[src/rtl/spi_slave_mm_if.sv]
// spi_slave_mm_if: Avalon-MM slave bus bundle for spi_slave_mm.
interface spi_slave_mm_if;
  logic [5:0]  address;
  logic        read;
  logic        write;
  logic [31:0] writedata;
  logic [3:0]  byteenable;
  logic        burstcount;
  logic        debugaccess;
  logic [31:0] readdata;
  logic        readdatavalid;
  logic        waitrequest;

  modport master (
    output address, read, write, writedata, byteenable, burstcount, debugaccess,
    input  readdata, readdatavalid, waitrequest
  );

  modport slave (
    input  address, read, write, writedata, byteenable, burstcount, debugaccess,
    output readdata, readdatavalid, waitrequest
  );
endinterface

[src/rtl/spi_slave_mm.sv]
// spi_slave_mm: Avalon-MM SPI slave with TX/RX FIFOs and an oversampled shift
// engine covering all four SPI modes.
// Optional feature macro SPI_SLAVE_IRQ_EN: adds the irq output and the IRQ_EN
// register at word address 4.
module spi_slave_mm #(
  parameter int unsigned DATA_W     = 32,
  parameter int unsigned FIFO_DEPTH = 8,
  parameter int unsigned CNT_W      = $clog2(FIFO_DEPTH) + 1
) (
  input  logic          clk,
  input  logic          rst,
  spi_slave_mm_if.slave bus,
  input  logic          SCLK,
  input  logic          MOSI,
  input  logic          SS_n,
  output logic          MISO
`ifdef SPI_SLAVE_IRQ_EN
  ,
  output logic          irq
`endif
);

  localparam int unsigned PTR_W = $clog2(FIFO_DEPTH);
  localparam int unsigned BIT_W = $clog2(DATA_W);

  typedef enum logic [1:0] {StIdle, StLoad, StXfer} state_e;

  // Register decode
  logic wr_ctrl, wr_status, wr_tx, rd_rx;
  assign wr_ctrl   = bus.write && (bus.address == 6'd0);
  assign wr_status = bus.write && (bus.address == 6'd1);
  assign wr_tx     = bus.write && (bus.address == 6'd2);
  assign rd_rx     = bus.read  && (bus.address == 6'd3);

  logic rx_flush, tx_flush;
  assign rx_flush = wr_ctrl && bus.writedata[4];
  assign tx_flush = wr_ctrl && bus.writedata[5];

  logic [3:0] ctrl_q;
  logic       rx_ovr_q, tx_unr_q;

  // Pin synchronisers {SS_n, MOSI, SCLK}: two flops plus an edge-detect flop
  logic [2:0] sync1_q, sync2_q, sync3_q;
  always_ff @(posedge clk) begin
    if (rst) begin
      sync1_q <= 3'b100;
      sync2_q <= 3'b100;
      sync3_q <= 3'b100;
    end else begin
      sync1_q <= {SS_n, MOSI, SCLK};
      sync2_q <= sync1_q;
      sync3_q <= sync2_q;
    end
  end

  logic sclk_rise, sclk_fall, ss_fall, ss_rise, mosi_s, ss_s;
  assign sclk_rise = sync2_q[0] & ~sync3_q[0];
  assign sclk_fall = ~sync2_q[0] & sync3_q[0];
  assign mosi_s    = sync2_q[1];
  assign ss_s      = sync2_q[2];
  assign ss_fall   = ~sync2_q[2] & sync3_q[2];
  assign ss_rise   = sync2_q[2] & ~sync3_q[2];

  // FIFO state
  logic [DATA_W-1:0] tx_mem [FIFO_DEPTH];
  logic [DATA_W-1:0] rx_mem [FIFO_DEPTH];
  logic [PTR_W-1:0]  tx_wr_q, tx_rd_q, rx_wr_q, rx_rd_q;
  logic [CNT_W-1:0]  tx_cnt_q, rx_cnt_q;
  logic tx_empty, tx_full, rx_empty, rx_full;
  assign tx_empty = (tx_cnt_q == '0);
  assign tx_full  = (tx_cnt_q == CNT_W'(FIFO_DEPTH));
  assign rx_empty = (rx_cnt_q == '0);
  assign rx_full  = (rx_cnt_q == CNT_W'(FIFO_DEPTH));

  // Engine state
  state_e            state_q, state_d;
  logic              f_cpol_q, f_cpha_q, f_lsb_q;
  logic [DATA_W-1:0] tx_shift_q, rx_shift_q;
  logic [BIT_W-1:0]  bit_cnt_q;
  logic              first_q, miso_q;
  logic              load, sample, shift, word_done;

  logic lead_edge, trail_edge, smp_edge, sh_edge;
  assign lead_edge  = f_cpol_q ? sclk_fall : sclk_rise;
  assign trail_edge = f_cpol_q ? sclk_rise : sclk_fall;
  assign smp_edge   = f_cpha_q ? trail_edge : lead_edge;
  assign sh_edge    = f_cpha_q ? lead_edge : trail_edge;

  assign word_done = sample && (bit_cnt_q == BIT_W'(DATA_W - 1));

  // FIFO handshakes; a full RX only accepts when the CPU pops in the same cycle
  logic tx_take, tx_push, tx_pop, rx_push, rx_pop;
  assign tx_take = load || word_done;
  assign tx_push = wr_tx && !tx_full;
  assign tx_pop  = tx_take && !tx_empty;
  assign rx_pop  = rd_rx && !bus.debugaccess && !rx_empty;
  assign rx_push = word_done && (!rx_full || rx_pop);

  logic [DATA_W-1:0] tx_word, tx_adv, rx_next;
  assign tx_word = tx_empty ? '0 : tx_mem[tx_rd_q];
  assign tx_adv  = f_lsb_q ? (tx_shift_q >> 1) : (tx_shift_q << 1);
  assign rx_next = f_lsb_q ? {mosi_s, rx_shift_q[DATA_W-1:1]}
                           : {rx_shift_q[DATA_W-2:0], mosi_s};

  function automatic logic first_bit(input logic [DATA_W-1:0] w, input logic lsb);
    return lsb ? w[0] : w[DATA_W-1];
  endfunction

  // Engine next-state and per-cycle strobes; disable or deselect overrides all
  always_comb begin
    state_d = state_q;
    load    = 1'b0;
    sample  = 1'b0;
    shift   = 1'b0;
    unique case (state_q)
      StIdle: if (ss_fall) state_d = StLoad;
      StLoad: begin
        load    = 1'b1;
        state_d = StXfer;
      end
      StXfer: begin
        sample = smp_edge;
        shift  = sh_edge;
      end
      default: state_d = StIdle;
    endcase
    if (!ctrl_q[0] || ss_rise) begin
      state_d = StIdle;
      load    = 1'b0;
      sample  = 1'b0;
      shift   = 1'b0;
    end
  end

  // Engine registers: frame mode latch, shifters, bit counter, MISO
  always_ff @(posedge clk) begin
    if (rst) begin
      state_q    <= StIdle;
      f_cpol_q   <= 1'b0;
      f_cpha_q   <= 1'b0;
      f_lsb_q    <= 1'b0;
      tx_shift_q <= '0;
      rx_shift_q <= '0;
      bit_cnt_q  <= '0;
      first_q    <= 1'b0;
      miso_q     <= 1'b0;
    end else begin
      state_q <= state_d;
      if (state_q == StIdle && state_d == StLoad) begin
        f_cpol_q <= ctrl_q[1];
        f_cpha_q <= ctrl_q[2];
        f_lsb_q  <= ctrl_q[3];
      end
      if (state_d == StIdle) begin
        miso_q <= 1'b0;
      end else if (load) begin
        tx_shift_q <= tx_word;
        miso_q     <= first_bit(tx_word, f_lsb_q);
        first_q    <= f_cpha_q;
        bit_cnt_q  <= '0;
      end else begin
        if (sample) begin
          rx_shift_q <= rx_next;
          bit_cnt_q  <= word_done ? '0 : bit_cnt_q + BIT_W'(1);
        end
        // After a reload the next shift edge presents bit 0 rather than advancing
        if (word_done) begin
          tx_shift_q <= tx_word;
          first_q    <= 1'b1;
        end else if (shift) begin
          if (first_q) begin
            miso_q  <= first_bit(tx_shift_q, f_lsb_q);
            first_q <= 1'b0;
          end else begin
            tx_shift_q <= tx_adv;
            miso_q     <= first_bit(tx_adv, f_lsb_q);
          end
        end
      end
    end
  end

  // TX FIFO pointers and count; flush wins over push/pop
  always_ff @(posedge clk) begin
    if (rst || tx_flush) begin
      tx_wr_q  <= '0;
      tx_rd_q  <= '0;
      tx_cnt_q <= '0;
    end else begin
      if (tx_push) tx_wr_q <= tx_wr_q + PTR_W'(1);
      if (tx_pop)  tx_rd_q <= tx_rd_q + PTR_W'(1);
      if (tx_push && !tx_pop)      tx_cnt_q <= tx_cnt_q + CNT_W'(1);
      else if (!tx_push && tx_pop) tx_cnt_q <= tx_cnt_q - CNT_W'(1);
    end
  end

  // RX FIFO pointers and count; flush wins over push/pop
  always_ff @(posedge clk) begin
    if (rst || rx_flush) begin
      rx_wr_q  <= '0;
      rx_rd_q  <= '0;
      rx_cnt_q <= '0;
    end else begin
      if (rx_push) rx_wr_q <= rx_wr_q + PTR_W'(1);
      if (rx_pop)  rx_rd_q <= rx_rd_q + PTR_W'(1);
      if (rx_push && !rx_pop)      rx_cnt_q <= rx_cnt_q + CNT_W'(1);
      else if (!rx_push && rx_pop) rx_cnt_q <= rx_cnt_q - CNT_W'(1);
    end
  end

  // FIFO storage writes
  always_ff @(posedge clk) begin
    if (tx_push) tx_mem[tx_wr_q] <= bus.writedata[DATA_W-1:0];
    if (rx_push) rx_mem[rx_wr_q] <= rx_next;
  end

  // CTRL and sticky flags; a new event outranks a same-cycle W1C
  always_ff @(posedge clk) begin
    if (rst) begin
      ctrl_q   <= '0;
      rx_ovr_q <= 1'b0;
      tx_unr_q <= 1'b0;
    end else begin
      if (wr_ctrl) ctrl_q <= bus.writedata[3:0];
      rx_ovr_q <= (rx_ovr_q & ~(wr_status & bus.writedata[5]))
                | (word_done && rx_full && !rx_pop);
      tx_unr_q <= (tx_unr_q & ~(wr_status & bus.writedata[6])) | (tx_take && tx_empty);
    end
  end

  logic [31:0] status;
  assign status = {8'd0, 8'(tx_cnt_q), 8'(rx_cnt_q), 1'b0, tx_unr_q, rx_ovr_q,
                   tx_full, tx_empty, rx_full, rx_empty, ~ss_s};

`ifdef SPI_SLAVE_IRQ_EN
  logic [3:0] irq_en_q;
  logic       irq_q;
  // IRQ enable register and registered interrupt line
  always_ff @(posedge clk) begin
    if (rst) begin
      irq_en_q <= '0;
      irq_q    <= 1'b0;
    end else begin
      if (bus.write && bus.address == 6'd4) irq_en_q <= bus.writedata[3:0];
      irq_q <= |(irq_en_q & {tx_unr_q, rx_ovr_q, tx_empty, ~rx_empty});
    end
  end
  assign irq = irq_q;
`endif

  // Read mux over pre-write state
  logic [31:0] rd_data;
  always_comb begin
    rd_data = '0;
    case (bus.address)
      6'd0: rd_data[3:0] = ctrl_q;
      6'd1: rd_data = status;
      6'd3: if (!rx_empty) rd_data[DATA_W-1:0] = rx_mem[rx_rd_q];
`ifdef SPI_SLAVE_IRQ_EN
      6'd4: rd_data[3:0] = irq_en_q;
`endif
      default: ;
    endcase
  end

  // Fixed latency-1 read response; data holds until the next read
  logic [31:0] rdata_q;
  logic        rdv_q;
  always_ff @(posedge clk) begin
    if (rst) begin
      rdata_q <= '0;
      rdv_q   <= 1'b0;
    end else begin
      rdv_q <= bus.read;
      if (bus.read) rdata_q <= rd_data;
    end
  end

  assign bus.readdata      = rdata_q;
  assign bus.readdatavalid = rdv_q;
  assign bus.waitrequest   = 1'b0;
  assign MISO              = miso_q;

  logic unused_bits;
  assign unused_bits = ^{bus.byteenable, bus.burstcount, bus.writedata, sync3_q[1]};

endmodule

[src/flat_wrapper.sv]
// flat-port wrapper written by rule: the top's interface ports become plain ports
module spi_slave_mm_flat 
#(
  parameter int unsigned DATA_W     = 32,
  parameter int unsigned FIFO_DEPTH = 8,
  parameter int unsigned CNT_W      = $clog2(FIFO_DEPTH) + 1
)
  (clk, rst, SCLK, MOSI, SS_n, MISO, bus_address, bus_read, bus_write, bus_writedata, bus_byteenable, bus_burstcount, bus_debugaccess, bus_readdata, bus_readdatavalid, bus_waitrequest);
  spi_slave_mm_if bus_i ();
  input  logic clk;
  input  logic rst;
  input  logic SCLK;
  input  logic MOSI;
  input  logic SS_n;
  output logic MISO;
  input wire logic [$bits(bus_i.address)-1:0] bus_address;
  input wire logic [$bits(bus_i.read)-1:0] bus_read;
  input wire logic [$bits(bus_i.write)-1:0] bus_write;
  input wire logic [$bits(bus_i.writedata)-1:0] bus_writedata;
  input wire logic [$bits(bus_i.byteenable)-1:0] bus_byteenable;
  input wire logic [$bits(bus_i.burstcount)-1:0] bus_burstcount;
  input wire logic [$bits(bus_i.debugaccess)-1:0] bus_debugaccess;
  output wire logic [$bits(bus_i.readdata)-1:0] bus_readdata;
  output wire logic [$bits(bus_i.readdatavalid)-1:0] bus_readdatavalid;
  output wire logic [$bits(bus_i.waitrequest)-1:0] bus_waitrequest;
  assign bus_i.address = bus_address;
  assign bus_i.read = bus_read;
  assign bus_i.write = bus_write;
  assign bus_i.writedata = bus_writedata;
  assign bus_i.byteenable = bus_byteenable;
  assign bus_i.burstcount = bus_burstcount;
  assign bus_i.debugaccess = bus_debugaccess;
  assign bus_readdata = bus_i.readdata;
  assign bus_readdatavalid = bus_i.readdatavalid;
  assign bus_waitrequest = bus_i.waitrequest;
  spi_slave_mm #(.DATA_W(DATA_W), .FIFO_DEPTH(FIFO_DEPTH), .CNT_W(CNT_W)) u_core (.clk(clk), .rst(rst), .bus(bus_i), .SCLK(SCLK), .MOSI(MOSI), .SS_n(SS_n), .MISO(MISO));
endmodule
[config.mk]
export PLATFORM = sky130hd
export DESIGN_NAME = spi_slave_mm_flat
export DESIGN_NICKNAME = d
export VERILOG_FILES = /design/src/rtl/spi_slave_mm_if.sv /design/src/rtl/spi_slave_mm.sv /design/src/flat_wrapper.sv
export SDC_FILE = /design/constraint.sdc
export NUM_CORES = 1
export LEC_CHECK = 0
export CORE_MARGIN = 4
export CORE_UTILIZATION = 50
export CTS_BUF_LIST = sky130_fd_sc_hd__clkbuf_2
export DETAILED_ROUTE_END_ITERATION = 8
export PLACE_DENSITY = 0.69
export SETUP_SLACK_MARGIN = 0.02
export SLEW_MARGIN = 40
export SYNTH_ARGS = -nofsm -noshare
export SYNTH_HDL_FRONTEND = slang
export SYNTH_SLANG_ARGS = --single-unit
[constraint.sdc]
create_clock -name clk -period 6.8 [get_ports clk]
set_clock_uncertainty 0.2 [all_clocks]
set_input_delay 1.36 -clock clk [delete_from_list [all_inputs] [get_ports clk]]
set_output_delay 1.36 -clock clk [all_outputs]
set_load 0.01 [all_outputs]
* Word-level counts from Yosys, hierarchy flattened
Memories as Yosys holds them, arrays and structs flattened. A register that Yosys moved wholly into a read port is not among the register bits.
Cells that the tools add are included.
** Operators by class
- Div/mod/pow operators :: 0
- Add/subtract/negate cells :: 9
- Reductions and logical operators :: 51
- Shift-type cells :: 0
- Equal/unequal tests :: 11
- Multipliers :: 0
- Muxes and demuxes :: 48
- Bitwise operators :: 18
- $lt $le $gt $ge :: 0
** Operators with widths (number)
- 2-to-1 mux 32 bit :: 8
- one-hot mux 28 bit (2 select lines) :: 1
- 2-to-1 mux 1 bit :: 24
- logical AND 1 bit :: 20
- 2-to-1 mux 4 bit :: 4
- 2-to-1 mux 5 bit :: 3
- adder 3 x 1 -> 3 bit, second input constant :: 4
- == test 6 x 2 -> 1 bit, second input constant :: 2
- 2-to-1 mux 3 bit :: 4
- one-hot mux 4 bit (3 select lines) :: 1
- zero test 1 bit :: 10
- adder 4 x 1 -> 4 bit, second input constant :: 2
- bitwise AND 1 bit :: 8
- == test 4 bit, second input constant :: 2
- zero test 4 bit :: 2
- NOT 1 bit :: 8
- nonzero test 2 bit :: 4
- subtractor 4 x 1 -> 4 bit, second input constant :: 2
- == test 6 x 1 -> 1 bit, second input constant :: 1
- zero test 6 bit :: 1
- one-hot mux 2 bit (3 select lines) :: 1
- AND reduction 2 bit :: 3
- AND reduction 3 bit :: 2
- adder 5 x 1 -> 5 bit, second input constant :: 1
- other kinds (11) :: 19
** Storage, ports and cells
- Word-level logic and storage cells :: 162
- Memories :: 2
- Flip-flop bits (word level) :: 144
- Output and inout port bits :: 35
- Bits in writable memories :: 512
- Input bits :: 51
- Latch bits :: 0
- ROM bits :: 0
** Memory list
- u_core.rx_mem :: depth 8, bits a word 32, read ports 1, clocked after Yosys merged registers in 1, write ports 1, RTL line spi_slave_mm.sv:66 : logic [DATA_W-1:0] rx_mem [FIFO_DEPTH];
- u_core.tx_mem :: depth 8, bits a word 32, read ports 1, clocked after Yosys merged registers in 1, write ports 1, RTL line spi_slave_mm.sv:65 : logic [DATA_W-1:0] tx_mem [FIFO_DEPTH];

* Longest topological paths before layout
Gate-level depths: netlist (run 1).
- Depth in word-level cells :: 12
- Depth in mapped cells :: 16
- Gate-level depth less buffers :: 15

* Least setup slack after synthesis (run 1)
OpenSTA, ideal clock, no wires.
- Path type :: input to register
- Start point :: input bus_address[3]
- End point :: memory u_core.rx_mem[2][0] (enable)
- Library setup time :: 0.513 ns
- Path slack :: -0.082 ns
- Buffers on the path :: 2
- Cell stages on the path :: 6
- Arrival time :: 6.169 ns
- Data required time :: 6.087 ns
- Cells stage by stage :: or4_1 buf_2 nor4_4 o211ai_2 buf_4 nor4b_1
** On the way
- Word-level cells in the longest chain between the ends :: 8
** Ends and longest elaborated chain
- start, declared :: RTL line flat_wrapper.sv:16 : input wire logic [$bits(bus_i.address)-1:0] bus_address;
- == test 6 x 2 -> 1 bit :: RTL line spi_slave_mm.sv:33 : assign rd_rx = bus.read && (bus.address == 6'd3);
- logical AND 1 bit :: RTL line spi_slave_mm.sv:33
- logical AND 1 bit (2 in series) :: RTL line spi_slave_mm.sv:96 : assign rx_pop = rd_rx && !bus.debugaccess && !rx_empty;
- logical OR 1 bit :: RTL line spi_slave_mm.sv:97 : assign rx_push = word_done && (!rx_full || rx_pop);
- logical AND 1 bit :: RTL line spi_slave_mm.sv:97
- 2-to-1 mux 1 bit :: RTL line spi_slave_mm.sv:214 : if (rx_push) rx_mem[rx_wr_q] <= rx_next;
- 2-to-1 mux 1 bit (not written as such) :: RTL line spi_slave_mm.sv:214
- end, declared :: RTL line spi_slave_mm.sv:66
Every way passes these cells.

* Final worst setup path (run 1)
- Start point :: input bus_address[3]
- End point :: register u_core.rx_cnt_q[3]
** On the way
- Word-level cells in the longest chain between the ends :: 9
- Elaborated cells between the ends (all ways) :: 16
- Classes of those cells :: eq/ne: 1; mux: 1; reduce/logical: 14
** Ends and longest elaborated chain
- == test 6 x 2 -> 1 bit (*) :: RTL line spi_slave_mm.sv:33
- logical AND 1 bit (*) :: RTL line spi_slave_mm.sv:33
- logical AND 1 bit (*) (2 in series) :: RTL line spi_slave_mm.sv:96
- logical OR 1 bit (*) :: RTL line spi_slave_mm.sv:97
- logical AND 1 bit (*) :: RTL line spi_slave_mm.sv:97
- named net u_core.rx_push :: RTL line spi_slave_mm.sv:92 : logic tx_take, tx_push, tx_pop, rx_push, rx_pop;
- zero test 1 bit :: RTL line spi_slave_mm.sv:207 : else if (!rx_push && rx_pop) rx_cnt_q <= rx_cnt_q - CNT_W'(1);
- logical AND 1 bit :: RTL line spi_slave_mm.sv:207
- nonzero test 2 bit (no line)
- end signal, assigned :: RTL line spi_slave_mm.sv:206 : if (rx_push && !rx_pop) rx_cnt_q <= rx_cnt_q + CNT_W'(1);
- end signal, assigned :: RTL line spi_slave_mm.sv:207
- end, declared :: RTL line spi_slave_mm.sv:68 : logic [CNT_W-1:0] tx_cnt_q, rx_cnt_q;
The timed path passes the listed nets; every way through them passes the cells marked *.
A chain may end at the register's enable or synchronous reset.

==> results of run 1 <==
routing by layer:
layer / GRT usage (%) / routed length (um)
met2: 33.5 / 28600
met1: 25.4 / 23100
met5: 0 / 0
met3: 4.05 / 2340
met4: 8.21 / 1190
cell type report:
| type | count | area (um2) |
|---|---|---|
| Clock buffer | 243 | 1220 |
| Tap cell | 680 | 851 |
| Inverter | 17 | 63.8 |
| Sequential cell | 661 | 18400 |
| Timing Repair Buffer | 119 | 1160 |
| Clock inverter | 51 | 310 |
| Antenna cell | 6 | 15.0 |
| Multi-Input combinational cell | 773 | 7600 |
| Fill cell | 4028 | 22200 |
cell usage in the layout (no fill, tap or decap), types with 9 or more instances in the layout:
| cell type | instances |
|---|---|
| a211oi_1 | 43 |
| a21oi_1 | 92 |
| a22oi_1 | 18 |
| buf_4 | 35 |
| clkbuf_2 | 243 |
| clkdlybuf4s50_1 | 78 |
| clkinv_1 | 38 |
| dfxtp_1 | 142 |
| edfxtp_1 | 512 |
| ha_1 | 16 |
| inv_1 | 16 |
| mux2_2 | 51 |
| mux2i_1 | 91 |
| mux4_2 | 129 |
| nand2_1 | 19 |
| nand2b_1 | 9 |
| nor2_1 | 79 |
| nor2b_1 | 10 |
| nor3_1 | 71 |
| o21ai_0 | 13 |
| o22a_1 | 29 |
critical path, delay by kind of cell:
family | cells | cell delay (ns)
buffers and inverters | 3 | 0.64
and+or+nand+nor | 3 | 1.53
xor gates and xnor gates | 1 | 0.09
AOI/OAI and AO/OA | 4 | 0.89
adders and majority gates | 2 | 0.47
report_power, final:
part	internal (W)	switching (W)
Clock	0.00110	0.00153
Combinational	0.0000414	0.0000617
Sequential	0.00432	0.00000423
Total	0.00546	0.00160
path summary, 6_finish.rpt:
path,end,slack (ns),from
min,u_core.sync2_q[2],0.19,u_core.sync1_q[2]
max,u_core.rx_cnt_q[3],2.86,bus_address[3]
max reg2reg,u_core.rx_cnt_q[3],3.12,u_core.rx_cnt_q[0]
min reg2reg,u_core.sync2_q[2],0.19,u_core.sync1_q[2]
sequential cells by signal, summed over array words and instances (netlist names), 4 cells and up, named ones only:
signal	cells
u_core.tx_mem	256
u_core.bit_cnt_q	5
u_core.rx_cnt_q	4
u_core.tx_shift_q	32
u_core.tx_cnt_q	4
u_core.rx_mem	256
u_core.rx_shift_q	32
u_core.bus.readdata	32
u_core.ctrl_q	4
cells by family (layout without fill, tap and decap cells):
logic type                 count (synthesis)  after routing  share of synthesized area (%)
DFF                                      661            661                           69.6
buffers and inverters                    123            430                           2.10
and+or+nand+nor                          241            241                           4.50
other                                      1              7                         0.0142
muxes                                    271            271                           16.6
adders and majority gates                 19             19                          0.948
xor gates and xnor gates                  14             14                          0.517
AOI/OAI and AO/OA                        227            227                           5.72
metrics by stage:
step,setup TNS [ns],std cells
after floorplan,-5.24,1557
after global placement,0,2245
after detailed placement,0,2249
after CTS,0,2543
after global routing,0,2545
final,0,2550
==> reports/qor.tcl, run 1 <==
set qor(synth.ff_latch_count) 661
set qor(tightestPinTransition_ns) 0.902
set qor(timing.critical_path.slowest_stage_cell) {or4_1}
set qor(post-route-drc-count) 0
set qor(cts_repair_resize_count) 0
set qor(cts_hold_buf) 0
set qor(fraction_of_layout_cells_with_a_size_suffix_above_1_pct) 27.6
set qor(cp_max_fo) 13
set qor(cts-root-buf) {clkbuf_2}
set qor(post-place-ws_ns) 1.61
set qor(rsz0062_at_grt) {false}
set qor(initial_drt_pass_iterations) 4
set qor(worst_path_cell_trace) {clkdlybuf4s50_1, or4_1, nor4_4, o211ai_2, inv_1, ha_1, inv_1, ha_1, a21o_1, a21oi_1, xnor2_1, or3_1, a21oi_1}
set qor(worst_slew_margin_rel_pct) 39.9
set qor(most_frequent_cell_after_synthesis) {edfxtp_1}
set qor(synth-edff-count) 512
set qor(worst_r2r_path_depth) 12
set qor(setup.worst_path.start_class) {input port}
set qor(synth_cells) 1557
set qor(cp-end-kind) {flop}
set qor(asyncSetResetFlopFracSynth_pct) 0
set qor(report.final.hold_viol_count) 0
set qor(initial_core_util_pct) 50.9
set qor(critPathMaxStageDelay_ns) 0.67
set qor(floorplan.io_pins) 86
set qor(routabilityCongestion) 0.782
set qor(grtUsageTotal_pct) 19.9
set qor(drv_cap) 0
set qor(grt_start_max_net_pins) 70
set qor(tritoncts_clock_tree) {done}
set qor(max-clock-path-buffers) 3
set qor(detailed_place.area_um2) 28000
set qor(port_buffers) 79
set qor(run_status) {completed}
set qor(final-max-slew-violation-count) 0
set qor(cts_setup_buffers) 0
set qor(cts_inserted_buffers) 164
set qor(cp_data_arrival_time_ns) 4.98
set qor(detail_route.vias_per_cell) 5.75
set qor(cp.required_ns) 7.84
set qor(min_delay_path_depth) 1
set qor(std_cell_rows) 83
set qor(synth.lib_cells_used.distinct) 61
set qor(globalRoute.totalOverflow) 0
set qor(placeableCoreArea_um2) 51800
set qor(die_area_um2) 56500
set qor(hold-worst-slack_ns) 0.188
set qor(clock_sinks) 661
set qor(yosys.area.top_type_share_pct) 58.3
set qor(design_power_total_w) 0.00706
set qor(layout_worst_path_cycle_share_pct) 58.0
set qor(routed_wl_um) 55300
set qor(die_w_um) 238
set qor(detail_route.wl_per_cell_um) 21.7
set qor(top_cells_by_area_in_the_synthesized_netlist) {edfxtp_1 58%, dfxtp_1 11%, mux4_2 11%}
set qor(clock_input_transition_at_the_sequential_cells_of_the_worst_setup_and_hold_paths_ns) 0.11
set qor(fmax_mhz) 254
set qor(power.density_nw_per_um2) 239
set qor(timing.setup.critical_path_class) {in2reg}
set qor(cell_area_after_layout_um2) 29600
set qor(synth_top_area_cell) {edfxtp_1}
set qor(drt_first_iter_violations) 894
set qor(prevailing_post_synth_register_cell) {edfxtp_1}
set qor(cts.htree.levels) 4
set qor(grt_first_pass_wirelength_um) 86600
set qor(synth_common_cells) {512 x edfxtp_1, 149 x dfxtp_1, 129 x mux4_2}
set qor(final_net_count) 1805
set qor(worst_slack_ns) 2.86
set qor(hpwlAfterDp_um) 31500
set qor(routed-via-count) 14700
set qor(synth_warnings) 0
set qor(leakagePower_nw) 9.38
set qor(synth_fp_nets) 1626
set qor(fin_util_pct) 57.1
set qor(final_critical_path_required_period_ns) 3.94
set qor(postSynthAreaPerCell_um2) 16.9
set qor(grt_antenna_before_repair) 1
set qor(mappedNetlistArea_um2) 26400
set qor(seq_area_frac_synth_pct) 69.6
set qor(vdd.ir_drop.worst_uv) 173
set qor(syn2layout_area_growth_pct) 12.1
set qor(report.final.setup_viol) 0
set qor(postRouteAntennaNets) 0
set qor(worstHoldPathType) {reg2reg}
set qor(die-height_um) 238
set qor(clk-insertion-delay-late_ns) 1.31
set qor(number_of_global_route_vias_before_repair) 15400
Power figures use the tool's default switching activity.
==> inputs of run 2 (changes only) <==
--- a/config.mk
+++ b/config.mk
@@ -9,7 +9,7 @@
 export CORE_UTILIZATION = 50
 export CTS_BUF_LIST = sky130_fd_sc_hd__clkbuf_2
 export DETAILED_ROUTE_END_ITERATION = 8
-export PLACE_DENSITY = 0.69
+export PLACE_DENSITY = 0.66
 export SETUP_SLACK_MARGIN = 0.02
 export SLEW_MARGIN = 40
 export SYNTH_ARGS = -nofsm -noshare
==> constraint.sdc (replaced) <==
create_clock -name clk -period 3.7 [get_ports clk]
set_clock_uncertainty 0.2 [all_clocks]
set_input_delay 0.74 -clock clk [delete_from_list [all_inputs] [get_ports clk]]
set_output_delay 0.74 -clock clk [all_outputs]
set_load 0.01 [all_outputs]
==> run 2 against run 1 <==
Clock power grew 89%. Core utilization grew 1.9 points. Total power grew 86%. Sequential power grew 84%. Clock-buffer cell count grew 25. Non-clock buffer count grew 72. Routed wire length grew 2.1%.
==> reports/qor.tcl, run 2 (synthesis gave the netlist of run 1 again) <==
set qor(grt_antenna_before_repair) 2 ;# +1
set qor(final_critical_path_required_period_ns) 3.29
set qor(fmax_mhz) 304
set qor(cts-root-buf) {clkbuf_2}
set qor(timing.setup.critical_path_class) {reg2reg}
set qor(cp_data_arrival_time_ns) 4.36 ;# -0.62 ns
set qor(worst_slew_margin_rel_pct) 40.3 ;# +0.45 points
set qor(worst_hold_startpoint) {bus_writedata[5]}
set qor(initial_core_util_pct) 50.9 ;# unchanged
set qor(std_cell_rows) 83 ;# unchanged
set qor(power.density_nw_per_um2) 430 ;# +80%
set qor(grtUsageTotal_pct) 20.4 ;# +0.53 points
set qor(critical_path.endpoint) {u_core.tx_cnt_q[3]}
set qor(max-clock-path-buffers) 3 ;# unchanged
set qor(vdd.ir_drop.worst_uv) 320 ;# +85%
set qor(globalRoute.totalOverflow) 0 ;# unchanged
set qor(final-max-slew-violation-count) 0 ;# unchanged
set qor(tightestPinTransition_ns) 0.895 ;# -0.00677 ns
set qor(worst_r2r_path_depth) 15 ;# +3
set qor(switchingPower_w) 0.00299 ;# +88%
set qor(clk-insertion-delay-late_ns) 1.35 ;# +0.04 ns
set qor(power_frac_clock_pct) 37.8 ;# +0.5 points
set qor(reg.largest.list) {u_core.rx_mem x256, u_core.tx_mem x256}
set qor(drv_cap) 0 ;# unchanged
set qor(die_w_um) 238 ;# unchanged
set qor(relative_contribution_of_sequential_cells_to_total_power_pct) 60.5 ;# -0.7 points
set qor(power.internal_w) 0.0101 ;# +86%
set qor(rsz0062_at_grt) {false}
set qor(cp.required_ns) 4.77 ;# -3.07 ns
set qor(fin_util_pct) 59.0 ;# +1.9 points
set qor(postRouteAntennaNets) 0 ;# unchanged
set qor(grt_start_max_net_pins) 50 ;# -29%
set qor(cp-end-kind) {flop}
set qor(floorplan.io_pins) 86 ;# unchanged
set qor(routed-via-count) 15000 ;# +2.3%
set qor(grt_first_pass_wirelength_um) 88800 ;# +2.6%
set qor(worstHoldPathType) {in2reg}
set qor(placeableCoreArea_um2) 51800 ;# unchanged
set qor(r2r-start) {u_core.bit_cnt_q[0]}
set qor(run_status) {completed}
set qor(share_comb_of_total_power_pct) 1.8 ;# +0.3 points
set qor(drt_first_iter_violations) 1045 ;# +17%
set qor(r2r_setup_slack_ns) 0.41 ;# -2.71 ns
set qor(hpwlAfterDp_um) 32400 ;# +2.8%
set qor(die_area_um2) 56500 ;# unchanged
set qor(post-route-drc-count) 0 ;# unchanged
set qor(cts_inserted_buffers) 167 ;# +1.8%
set qor(detail_route.wl_per_cell_um) 21.5 ;# -0.97%
set qor(tritoncts_clock_tree) {done}
set qor(routabilityCongestion) 0.809 ;# +3.4%
set qor(die-height_um) 238 ;# unchanged
set qor(clock_sinks) 661 ;# unchanged
set qor(cts.htree.levels) 4 ;# unchanged
set qor(layout_worst_path_cycle_share_pct) 88.8
set qor(worst_setup_path_startpoint) {u_core.bit_cnt_q[0]}
set qor(routed_wl_um) 56400 ;# +2.1%
set qor(tns_ns) 0 ;# unchanged
set qor(report.final.hold_viol_count) 0 ;# unchanged
set qor(fraction_of_layout_cells_with_a_size_suffix_above_1_pct) 29.3 ;# +1.7 points
set qor(number_of_global_route_vias_before_repair) 15800 ;# +2.4%
set qor(detail_route.vias_per_cell) 5.70 ;# -0.76%
set qor(leakagePower_nw) 9.84 ;# +4.8%
set qor(port_buffers) 79 ;# unchanged
set qor(setup.worst_path.start_class) {flop}
set qor(final_net_count) 1880 ;# +4.2%
set qor(layout.filler_cells) 3998 ;# -0.74%
set qor(report.final.setup_viol) 0 ;# unchanged
set qor(initial_drt_pass_iterations) 5 ;# +1
set qor(cp_max_fo) 5 ;# -8
set qor(netSwitchingFraction_pct) 22.8 ;# +0.17 points
set qor(timing.rr.end) {u_core.tx_cnt_q[3]}
set qor(clock_input_transition_at_the_sequential_cells_of_the_worst_setup_and_hold_paths_ns) 0.10 ;# about the same
set qor(layout_common_cells) {512 x edfxtp_1, 268 x clkbuf_2, 142 x dfxtp_1}
set qor(mostFrequentLayoutCell) {edfxtp_1}
set qor(syn2layout_area_growth_pct) 15.8
-- run 2: through the flow --
step	hold WS (ns)	worst slack (ns)	power, W	std cells	area [um2]
3_5_place_dp	0.229	-0.127	0.00831	2280	28600
4_1_cts	0.0241	0.234	0.0133	2625	30500
5_1_grt	0.120	0.122	0.0138	2627	30600
6_report	0.232	0.413	0.0131	2629	30600
2_1_floorplan	0.189	-0.339	0.00818	1557	26500
3_3_place_gp	0.224	-0.0487	0.00830	2279	28500
-- run 2: how the worst min path moves through the flow --
stage	cells after the start	end	slack, ns
final	1	u_core.tx_mem[3][5]	0.23
after global routing	1	u_core.tx_mem[3][5]	0.12
after CTS	1	u_core.tx_mem[2][5]	0.02
after detailed placement	1	u_core.sync2_q[1]	0.23
after global placement	1	u_core.sync2_q[1]	0.22
after floorplan	1	u_core.sync2_q[2]	0.19
-- run 2: cell type report --
cell class	count	area [um2]	area share (%)
Timing Repair Buffer	191	2020	6.62
Clock inverter	35	216	0.708
Tap cell	680	851	2.78
Multi-Input combinational cell	773	7680	25.1
Antenna cell	4	10.0	0.0328
Clock buffer	268	1340	4.39
Inverter	17	63.8	0.209
Sequential cell	661	18400	60.1
-- run 2: power by group through the flow --
stage | clock network (W) | logic [W] | registers (W)
after global routing | 0.00558 | 0.000249 | 0.00795
after global placement | 0 | 0.000189 | 0.00811
after CTS | 0.00515 | 0.000230 | 0.00794
after floorplan | 0 | 0.0000648 | 0.00812
after detailed placement | 0 | 0.000195 | 0.00811
final | 0.00497 | 0.000230 | 0.00794
-- run 2: layer usage --
layer,part of all wire [%],track usage [%],vias up
met2,51,34.0,402
met1,42,26.0,7645
met5,0,0,-
met3,4.8,4.34,94
li1,-,-,6848
met4,2.4,9.02,0
-- run 2: what timing repair did --
item                                    4_1_cts  5_1_grt
buffers inserted                              0        0
hold buffers                                 42        0
gates resized for setup                       0        1
endpoints found under the hold margin       385        0
endpoints found under the setup margin        0        1
-- run 2: worst max-delay path, cell delays in order (launching register included) --
cell     delay, ns
dfxtp_1       0.39
ha_1          0.19
and3_1        0.16
ha_1          0.15
inv_1         0.09
nor4_1        0.28
a21o_1        0.26
inv_1         0.08
ha_1          0.21
inv_1         0.11
ha_1          0.25
a21o_1        0.18
a21oi_1       0.17
xnor2_1       0.09
or3_1         0.30
a21oi_1       0.13
